===== config.mk =====
export PLATFORM = sky130hd
export DESIGN_NAME = flow_ring_cache
export DESIGN_NICKNAME = d
export VERILOG_FILES = /design/src/rtl/pkt_h.sv /design/src/rtl/flow_key_match.sv /design/src/rtl/flow_ring_cache.sv
export SDC_FILE = /design/constraint.sdc
export NUM_CORES = 2
export LEC_CHECK = 0
export BUFFER_PORTS_ARGS = -buffer_cell sky130_fd_sc_hd__buf_2
export CORE_ASPECT_RATIO = 0.8
export CORE_UTILIZATION = 55
export CTS_CLUSTER_DIAMETER = 30
export CTS_CLUSTER_SIZE = 16
export DETAILED_ROUTE_END_ITERATION = 8
export PLACE_DENSITY = 0.8
export RECOVER_POWER = 100
export SLEW_MARGIN = 20
export SYNTH_ARGS = -nofsm -noshare
export SYNTH_HDL_FRONTEND = slang
export SYNTH_SLANG_ARGS = --single-unit

===== constraint.sdc =====
create_clock -name clk -period 11.9 [get_ports clk]
set_clock_uncertainty 0.15 [all_clocks]
set_input_delay 0.595 -clock clk [delete_from_list [all_inputs] [get_ports clk]]
set_output_delay 0.595 -clock clk [all_outputs]
set_load 0.02 [all_outputs]

===== src/rtl/pkt_h.sv =====
// Shared header types for the flow-record path.
// Records keep the Ringslot field order: {valid, NoF, MatchFail, key}.
package pkt_h;

    typedef enum logic [1:0] {
        IDLE    = 2'd0,
        LOOKUP  = 2'd1,
        EV_WAIT = 2'd2,
        FLUSH   = 2'd3
    } fr_state_t;

endpackage


===== src/rtl/flow_key_match.sv =====
// DEPTH-way key comparator with a lowest-index-wins priority encoder.
// This block is purely combinational.
module flow_key_match #(
    parameter int KEY_W = 32,
    parameter int DEPTH = 16,
    parameter int IDX_W = $clog2(DEPTH)
) (
    input  logic [KEY_W-1:0]            key,
    input  logic [DEPTH-1:0][KEY_W-1:0] slotKeys,
    input  logic [DEPTH-1:0]            slotValid,
    output logic                        hit,
    output logic [IDX_W-1:0]            hitIdx
);

    logic [DEPTH-1:0] match;

    for (genvar i = 0; i < DEPTH; i++) begin : gMatch
        assign match[i] = slotValid[i] && (slotKeys[i] == key);
    end

    // Walk downward so the lowest matching index is the one that remains.
    always_comb begin
        hit    = |match;
        hitIdx = '0;
        for (int i = DEPTH - 1; i >= 0; i--) begin
            if (match[i]) hitIdx = IDX_W'(i);
        end
    end

endmodule


===== src/rtl/flow_ring_cache.sv =====
// Flow-record ring cache. A hit bumps the matching record's packet count.
// A miss inserts at the ring head and evicts the displaced record; a flush drains every record.
module flow_ring_cache
    import pkt_h::*;
#(
    parameter int KEY_W = 32,
    parameter int DEPTH = 16,
    parameter int NOF_W = 16,
    parameter int MF_W  = 4
) (
    input  logic                       clk,
    input  logic                       rst_n,
    input  logic                       in_valid,
    output logic                       in_ready,
    input  logic [KEY_W-1:0]           in_key,
    input  logic                       flush_req,
    output logic                       flush_done,
    output logic                       ev_valid,
    input  logic                       ev_ready,
    output logic [KEY_W-1:0]           ev_key,
    output logic [NOF_W-1:0]           ev_nof,
    output logic [MF_W-1:0]            ev_mf,
    output logic                       hit_pulse,
    output logic                       miss_pulse,
    output logic [$clog2(DEPTH+1)-1:0] occupancy
);

    localparam int IDX_W = $clog2(DEPTH);
    localparam int OCC_W = $clog2(DEPTH + 1);

    typedef struct packed {
        logic             valid;
        logic [NOF_W-1:0] nof;
        logic [MF_W-1:0]  mf;
        logic [KEY_W-1:0] key;
    } rec_t;

    fr_state_t state, stateNext;

    rec_t [DEPTH-1:0]            slotQ;
    logic [DEPTH-1:0][KEY_W-1:0] slotKeys;
    logic [DEPTH-1:0]            slotValid;
    logic [IDX_W-1:0]            head, flushIdx, hitIdx;
    logic [KEY_W-1:0]            keyQ, evKey;
    logic [NOF_W-1:0]            evNof;
    logic [MF_W-1:0]             evMf;
    logic                        evValid, flushDone, hit;
    logic                        flushStep, flushLast;

    function automatic logic [NOF_W-1:0] incNof(input logic [NOF_W-1:0] n);
        return (&n) ? n : n + NOF_W'(1);
    endfunction

    function automatic logic [MF_W-1:0] incMf(input logic [MF_W-1:0] m);
        return (&m) ? m : m + MF_W'(1);
    endfunction

    for (genvar i = 0; i < DEPTH; i++) begin : gSlot
        assign slotKeys[i]  = slotQ[i].key;
        assign slotValid[i] = slotQ[i].valid;
    end

    flow_key_match #(.KEY_W(KEY_W), .DEPTH(DEPTH)) uMatch (
        .key      (keyQ),
        .slotKeys (slotKeys),
        .slotValid(slotValid),
        .hit      (hit),
        .hitIdx   (hitIdx)
    );

    // A flush slot is finished when its record is handed off, or right away if the slot is empty.
    assign flushStep = evValid ? ev_ready : !slotQ[flushIdx].valid;
    assign flushLast = flushStep && (flushIdx == IDX_W'(DEPTH - 1));

    assign in_ready   = rst_n && (state == IDLE) && !flush_req;
    assign hit_pulse  = (state == LOOKUP) && hit;
    assign miss_pulse = (state == LOOKUP) && !hit;
    assign ev_valid   = evValid;
    assign ev_key     = evKey;
    assign ev_nof     = evNof;
    assign ev_mf      = evMf;
    assign flush_done = flushDone;

    always_comb begin
        occupancy = '0;
        for (int i = 0; i < DEPTH; i++) occupancy += OCC_W'(slotQ[i].valid);
    end

    always_comb begin
        stateNext = state;
        case (state)
            IDLE:    if (flush_req) stateNext = FLUSH;
                     else if (in_valid) stateNext = LOOKUP;
            LOOKUP:  stateNext = (!hit && slotQ[head].valid) ? EV_WAIT : IDLE;
            EV_WAIT: if (ev_ready) stateNext = IDLE;
            FLUSH:   if (flushLast) stateNext = IDLE;
            default: stateNext = IDLE;
        endcase
    end

    always_ff @(posedge clk or negedge rst_n) begin
        if (!rst_n) state <= IDLE;
        else        state <= stateNext;
    end

    always_ff @(posedge clk or negedge rst_n) begin
        if (!rst_n) begin
            slotQ     <= '0;
            head      <= '0;
            flushIdx  <= '0;
            keyQ      <= '0;
            evKey     <= '0;
            evNof     <= '0;
            evMf      <= '0;
            evValid   <= 1'b0;
            flushDone <= 1'b0;
        end else begin
            flushDone <= 1'b0;
            case (state)
                IDLE: begin
                    if (flush_req) flushIdx <= '0;
                    else if (in_valid) keyQ <= in_key;
                end
                LOOKUP: begin
                    for (int i = 0; i < DEPTH; i++) begin
                        if (slotQ[i].valid) begin
                            if (hit && hitIdx == IDX_W'(i)) begin
                                slotQ[i].nof <= incNof(slotQ[i].nof);
                                slotQ[i].mf  <= '0;
                            end else begin
                                slotQ[i].mf <= incMf(slotQ[i].mf);
                            end
                        end
                    end
                    if (!hit) begin
                        // The insert overrides the aging write to the head slot.
                        slotQ[head] <= '{valid: 1'b1, nof: NOF_W'(1), mf: '0, key: keyQ};
                        head        <= head + IDX_W'(1);
                        if (slotQ[head].valid) begin
                            evKey   <= slotQ[head].key;
                            evNof   <= slotQ[head].nof;
                            evMf    <= incMf(slotQ[head].mf);
                            evValid <= 1'b1;
                        end
                    end
                end
                EV_WAIT: if (ev_ready) evValid <= 1'b0;
                FLUSH: begin
                    if (evValid) begin
                        if (ev_ready) begin
                            evValid         <= 1'b0;
                            slotQ[flushIdx] <= '0;
                        end
                    end else if (slotQ[flushIdx].valid) begin
                        evKey   <= slotQ[flushIdx].key;
                        evNof   <= slotQ[flushIdx].nof;
                        evMf    <= slotQ[flushIdx].mf;
                        evValid <= 1'b1;
                    end
                    if (flushStep) begin
                        if (flushLast) begin
                            flushIdx  <= '0;
                            head      <= '0;
                            flushDone <= 1'b1;
                        end else begin
                            flushIdx <= flushIdx + IDX_W'(1);
                        end
                    end
                end
                default: ;
            endcase
        end
    end

endmodule

Yosys cells after proc, flatten, opt, wreduce, memory -nomap -nowiden --
Cells that the tools add are included.
Storage, ports and cells: output and inout port bits 62, register bits after elaboration 944
Cells by class: muxes and demuxes 166, add/subtract/negate cells 50, bitwise operators 3, equality and inequality tests 46, order comparisons 4, reductions and logical operators 90
Operators by type and width (number):
- 848-bit 2-to-1 mux | 3
- 848-bit case mux with 2 select lines | 1
- 848-bit bitwise AND | 1
- 848-bit bitwise mux | 1
- 848-bit inverter | 1
- 20-bit 2-to-1 mux | 32
- 16-bit 2-to-1 mux | 36
- 32-bit == test | 16
- 53-bit binary-select mux with 4-bit select | 2
- 53-bit demux with 4-bit select | 2
- 16-bit by 1-bit adder with 16-bit output (second input constant) | 16
- 16-bit AND reduction | 16
- 4-bit 2-to-1 mux | 59
- 53-bit 2-to-1 mux | 4
- 32-bit 2-to-1 mux | 4
- 4-bit AND reduction | 20
- 4-bit by 1-bit adder with 4-bit output (second input constant) | 19
- 32-bit case mux with 2 select lines | 1
- 5-bit by 1-bit adder with 5-bit output | 11
- 1-bit logical AND | 40
- 4-bit == test (second input constant) | 9
- 16-bit case mux with 2 select lines | 1
- 4-bit case mux with 2 select lines | 3
- 2-bit != test (second input constant) | 9
- other kinds (26) | 52

Longest topological paths before layout --
depth after elaboration 26, gate-level depth with buffers 16, gate-level depth less buffers 13

By module --
A second synthesis with hierarchy kept.
Second synthesis, totals: cell total of the unflattened synthesis 5523, area total of the unflattened synthesis 61500.2 µm²
Modules (own cells, without submodules):
- flow_ring_cache | area an instance 55261.8 µm², cells an instance 4731, instances 1
- flow_key_match | area an instance 6238.5 µm², cells an instance 792, instances 1

Worst setup path after synthesis --
No wires, ideal clock.
kind register -> output, from register slotQ[635] (netlist bit), to output occupancy[2], path buffers 0, data arrival time 3514 ps, cell stages (with the launch flop) 13, data required time 11155 ps, slack 7641 ps, path through dfrtp_1 fa_1 inv_1 fa_1 inv_1 fa_1 inv_1 fa_1 inv_1 ha_1 inv_1 fa_1 xnor2_1
On the way: longest elaborated chain between the ends 5
RTL lines:
- start: declaration | RTL line flow_ring_cache.sv:40 | rec_t [DEPTH-1:0] slotQ;
- start signal: indexed assignment | RTL line flow_ring_cache.sv:137 | slotQ[head] <= '{valid: 1'b1, nof: NOF_W'(1), mf: '0, key: keyQ};
- 5-bit by 1-bit adder with 5-bit output (5 in a row) | RTL line flow_ring_cache.sv:86 | for (int i = 0; i < DEPTH; i++) occupancy += OCC_W'(slotQ[i].valid);
- end: declaration | RTL line flow_ring_cache.sv:25 | output logic [$clog2(DEPTH+1)-1:0] occupancy
Every way passes these cells.

Worst setup path after layout --
from register keyQ[26], to register slotQ (netlist bit slotKeys[46])
On the way: longest elaborated chain between the ends 5
RTL lines:
- start: declaration | RTL line flow_ring_cache.sv:44 | logic [KEY_W-1:0] keyQ, evKey;
- start signal: assignment | RTL line flow_ring_cache.sv:122 | else if (in_valid) keyQ <= in_key;
- 32-bit == test | RTL line flow_key_match.sv:18 | assign match[i] = slotValid[i] && (slotKeys[i] == key);
- 1-bit logical AND | RTL line flow_key_match.sv:18
- 16-bit OR reduction * | RTL line flow_key_match.sv:23 | hit = |match;
- 2-bit != test (no line) *
- 4-bit AND reduction (no line) *
Mark *: on every way between the ends. The rest lies on a longest branch, timed or not. A chain may end at the register's enable or synchronous reset.

==> qor.tcl <==
set qor(dpl_worst_slack_ns) 6.109
set qor(grt_max_degree) 172
set qor(cts.reportedPaths.clkPinSlew_ns) 0.05
set qor(antenna_left) 0
set qor(cts_htree_levels) 4
set qor(max-cap-violations) 35
set qor(synth_flop_cell) {dfrtp_1}
set qor(grtUsageTotal_pct) 44.29
set qor(num_vias) 57262
set qor(timing.critical_path.slowest_cell_delay_ns) 2.67
set qor(finalWeightedCongestion) 1.029
set qor(first_global_vias) 53234
set qor(drt_pass1_iterations) 9
set qor(detail_route.wl_per_cell_um) 34.84
set qor(slew_limit_headroom_pct) -238.0
set qor(synth_seq_area_share_pct) 36.95
set qor(cts_root_buffer_type) {clkbuf_16}
set qor(post-route-worst-setup-slack_ns) 2.865
set qor(total_number_of_placement_rows) 111
set qor(peak_ir_drop_on_the_vdd_network_mv) 0.2746
set qor(timing.hold.worst_endpoint) {state[1]}
set qor(ys_warn_count) 0
set qor(synthesis_to_layout_area_growth_pct) 14.09
set qor(die_w_um) 383.2
set qor(cts-buffers-inserted) 209
set qor(worstSetupEndpointType) {flip-flop}
set qor(hold_fails_final_rpt) 0
set qor(number_of_enable_flip_flop_cells_after_synthesis) 0
set qor(failed_checks) {design-rule violations, max-capacitance violations, max-slew violations}
set qor(antenna_found_initial) 32
set qor(port_buffers) 98
set qor(i_o_pin_total) 99
set qor(power.density_nw_per_um2) 295.2
set qor(design_power_total_mw) 21.54
set qor(placement.cell_area_um2) 65320
set qor(finish.net_count) 5889
set qor(hold_slack_final_ns) 0.01261
set qor(finish.cell_count_without_fillers) 7518
set qor(cp_data_required_time_ns) 12.51
set qor(placeableCoreArea_um2) 114900
set qor(final_layout_size_suffix_gt1_share_pct) 20.60
set qor(period_minus_slack_ns) 9.035
set qor(synth.area.top_cells) {dfrtp_1 37%, mux4_2 19%, a22o_1 7.2%, xor2_1 6.2%, nand2_1 3.0%}
set qor(type_of_origin_of_the_critical_path) {flip-flop}
set qor(crit_path_top_delay_cell) {nor2_1}
set qor(worstPathCellList) {clkbuf_1, xor2_1, nor4_1, nand4_1, or4_1, nand4b_1, nor4_1, clkbuf_1, nand2_1, nor2_1, a22o_1}
set qor(placed_cells_incl_taps) 7073
set qor(async_flop_share_pct) 100.0
set qor(grt_setup_unrepaired) {false}
set qor(cp.arrival_ns) 9.64
set qor(rrSetupSlack_ns) 2.86
set qor(grt_remaining_overflow) 0
set qor(die_height_um) 307.0
set qor(mostFrequentLayoutCell) {dfrtp_1}
set qor(clk_latency_ns) 0.87
set qor(cp_max_fo) 34
set qor(synth.net_count) 5955
set qor(drt-total-wl_um) 261900
set qor(worst_r2r_startpoint) {keyQ[26]}
set qor(finalMaxSlewViolations) 1270
set qor(min_delay_worst_type) {in2reg}
set qor(ys_seq_elements) 944
set qor(setup_tns_ns) 0
set qor(leakagePower_nw) 30.66
set qor(regToRegEndpoint) {slotKeys[46]}
set qor(synth_cell_type_count) 90
set qor(via_per_inst) 7.617
set qor(cts.sink_count) 944
set qor(rr_worst_depth) 11
set qor(cts_tree) {done}
set qor(initialDrtViolationCount) 9662
set qor(worstSetupPathType) {reg2reg}
set qor(die_area_um2) 117600
set qor(post_cts_setup_buffer_count) 0
set qor(place_hpwl_um) 185400
set qor(worst_slew_pin_tran_ns) 5.070
set qor(layout.cells.most_common_list) {937 x dfrtp_1, 530 x mux4_2, 522 x a22o_1}
set qor(post-synth-top-area-cell) {dfrtp_1}
set qor(outcome) {finished, violations left}
set qor(finalSetupViolations) 0
set qor(maxClockFrequency_mhz) 110.7
set qor(initial_core_util_pct) 55.67
set qor(fin_area_um2) 72950
set qor(clockBufferDepth) 3
set qor(hold_path_startpoint) {ev_ready}
set qor(post-route-period-util_pct) 75.93
set qor(post_syn_instances) 5862
set qor(drcViolationCount) 24
set qor(grt_first_pass_wirelength_um) 377600
set qor(netlist_area_um2) 63940
set qor(utilization_pct) 63.51
set qor(synth_area_per_cell_um2) 10.91
set qor(hold_depth) 4
set qor(synth_top_area_share_pct) 36.95
[routing by layer]
metal	up-vias	wire, um	GRT usage [%]
li1	22767	-	-
met1	28911	95050	58.72
met2	4756	106100	59.37
met3	796	49210	26.17
met4	32	11070	15.23
met5	-	485	1.029
[sequential cells by signal (all words and copies together), names as in the netlist, 4 cells and up]
signal / cells
head: 4
keyQ: 32
flushIdx: 4
ev_mf: 4
slotKeys: 512
ev_nof: 16
slotQ: 336
ev_key: 32
[where the power goes]
part / switching (mW) / internal, mW / total (mW)
clock: 2.14 / 4.15 / 6.29
combinational: 6.62 / 3.39 / 10.0
sequential: 1.27 / 3.97 / 5.24
total: 10.0 / 11.5 / 21.5
[cells by family (layout without fill, tap and decap cells)]
logic type / after synthesis / count (layout) / share of synthesized area (%)
AO/OA/AOI/OAI: 1247 / 1247 / 14.88
XOR/XNOR: 515 / 515 / 7.055
adder cells (fa/ha/maj): 56 / 56 / 1.213
buffers and inverters: 655 / 774 / 4.469
flip-flops: 944 / 944 / 36.95
multiplexers: 646 / 646 / 20.67
other: 0 / 12 / 0
AND/OR/NAND/NOR: 1799 / 1799 / 14.76
[synth_stat cells, types with 18 or more instances]
cell type / count
a21o_1: 27
a21oi_1: 147
a22o_1: 522
a31oi_1: 103
a32oi_1: 29
a41oi_1: 19
and2_1: 26
and3_1: 63
and4_1: 23
buf_1: 60
buf_2: 76
buf_4: 27
buf_6: 27
clkbuf_1: 356
dfrtp_1: 944
ha_1: 46
inv_1: 109
mux2_2: 97
mux2i_1: 19
mux4_2: 530
nand2_1: 506
nand2b_1: 38
nand3_1: 240
nand3b_1: 29
nand4_1: 113
nand4b_1: 30
nor2_1: 210
nor2b_1: 22
nor3_1: 102
nor4_1: 215
nor4b_1: 18
o211ai_1: 64
o21ai_0: 109
o311ai_0: 26
o31ai_1: 44
or2_2: 28
or3_1: 39
or4_1: 60
xnor2_1: 66
xor2_1: 449
[how the worst max path moves through the flow]
| stage | start | to | slack [ns] | cells after the start |
|---|---|---|---|---|
| after floorplan | slotQ[635] | occupancy[2] | 7.64 | 12 |
| after global placement | keyQ[18] | slotQ[306] | 6.14 | 11 |
| after detailed placement | keyQ[18] | slotQ[304] | 6.11 | 11 |
| after CTS | slotQ[635] | occupancy[2] | 6.03 | 14 |
| after global routing | flushIdx[1] | ev_key[29] | 2.87 | 7 |
| final | keyQ[26] | slotKeys[46] | 2.86 | 11 |
[timing repair]
| action | in CTS | in global routing |
|---|---|---|
| hold endpoints to repair | 115 | 0 |
| gates resized for setup | 0 | 0 |
| hold buffers | 35 | 0 |
[critical path: cells and delay by family, from the launching register on]
kind | cells | cell delay (ns)
simple gates | 7 | 4.97
buf+inv | 2 | 2.67
xor+xnor | 1 | 0.20
compound gates | 1 | 0.37
flops | 1 | 0.52
[cell type report]
| type | count | area [um2] |
|---|---|---|
| Fill cell | 8873 | 41910 |
| Multi-Input combinational cell | 4263 | 37570 |
| Sequential cell | 944 | 23640 |
| Clock buffer | 245 | 5615 |
| Clock inverter | 151 | 2012 |
| Tap cell | 1525 | 1908 |
| Timing Repair Buffer | 269 | 1759 |
| Inverter | 109 | 409.1 |
| Antenna cell | 12 | 30.03 |
Note: power is estimated with default switching activity, not from simulation.
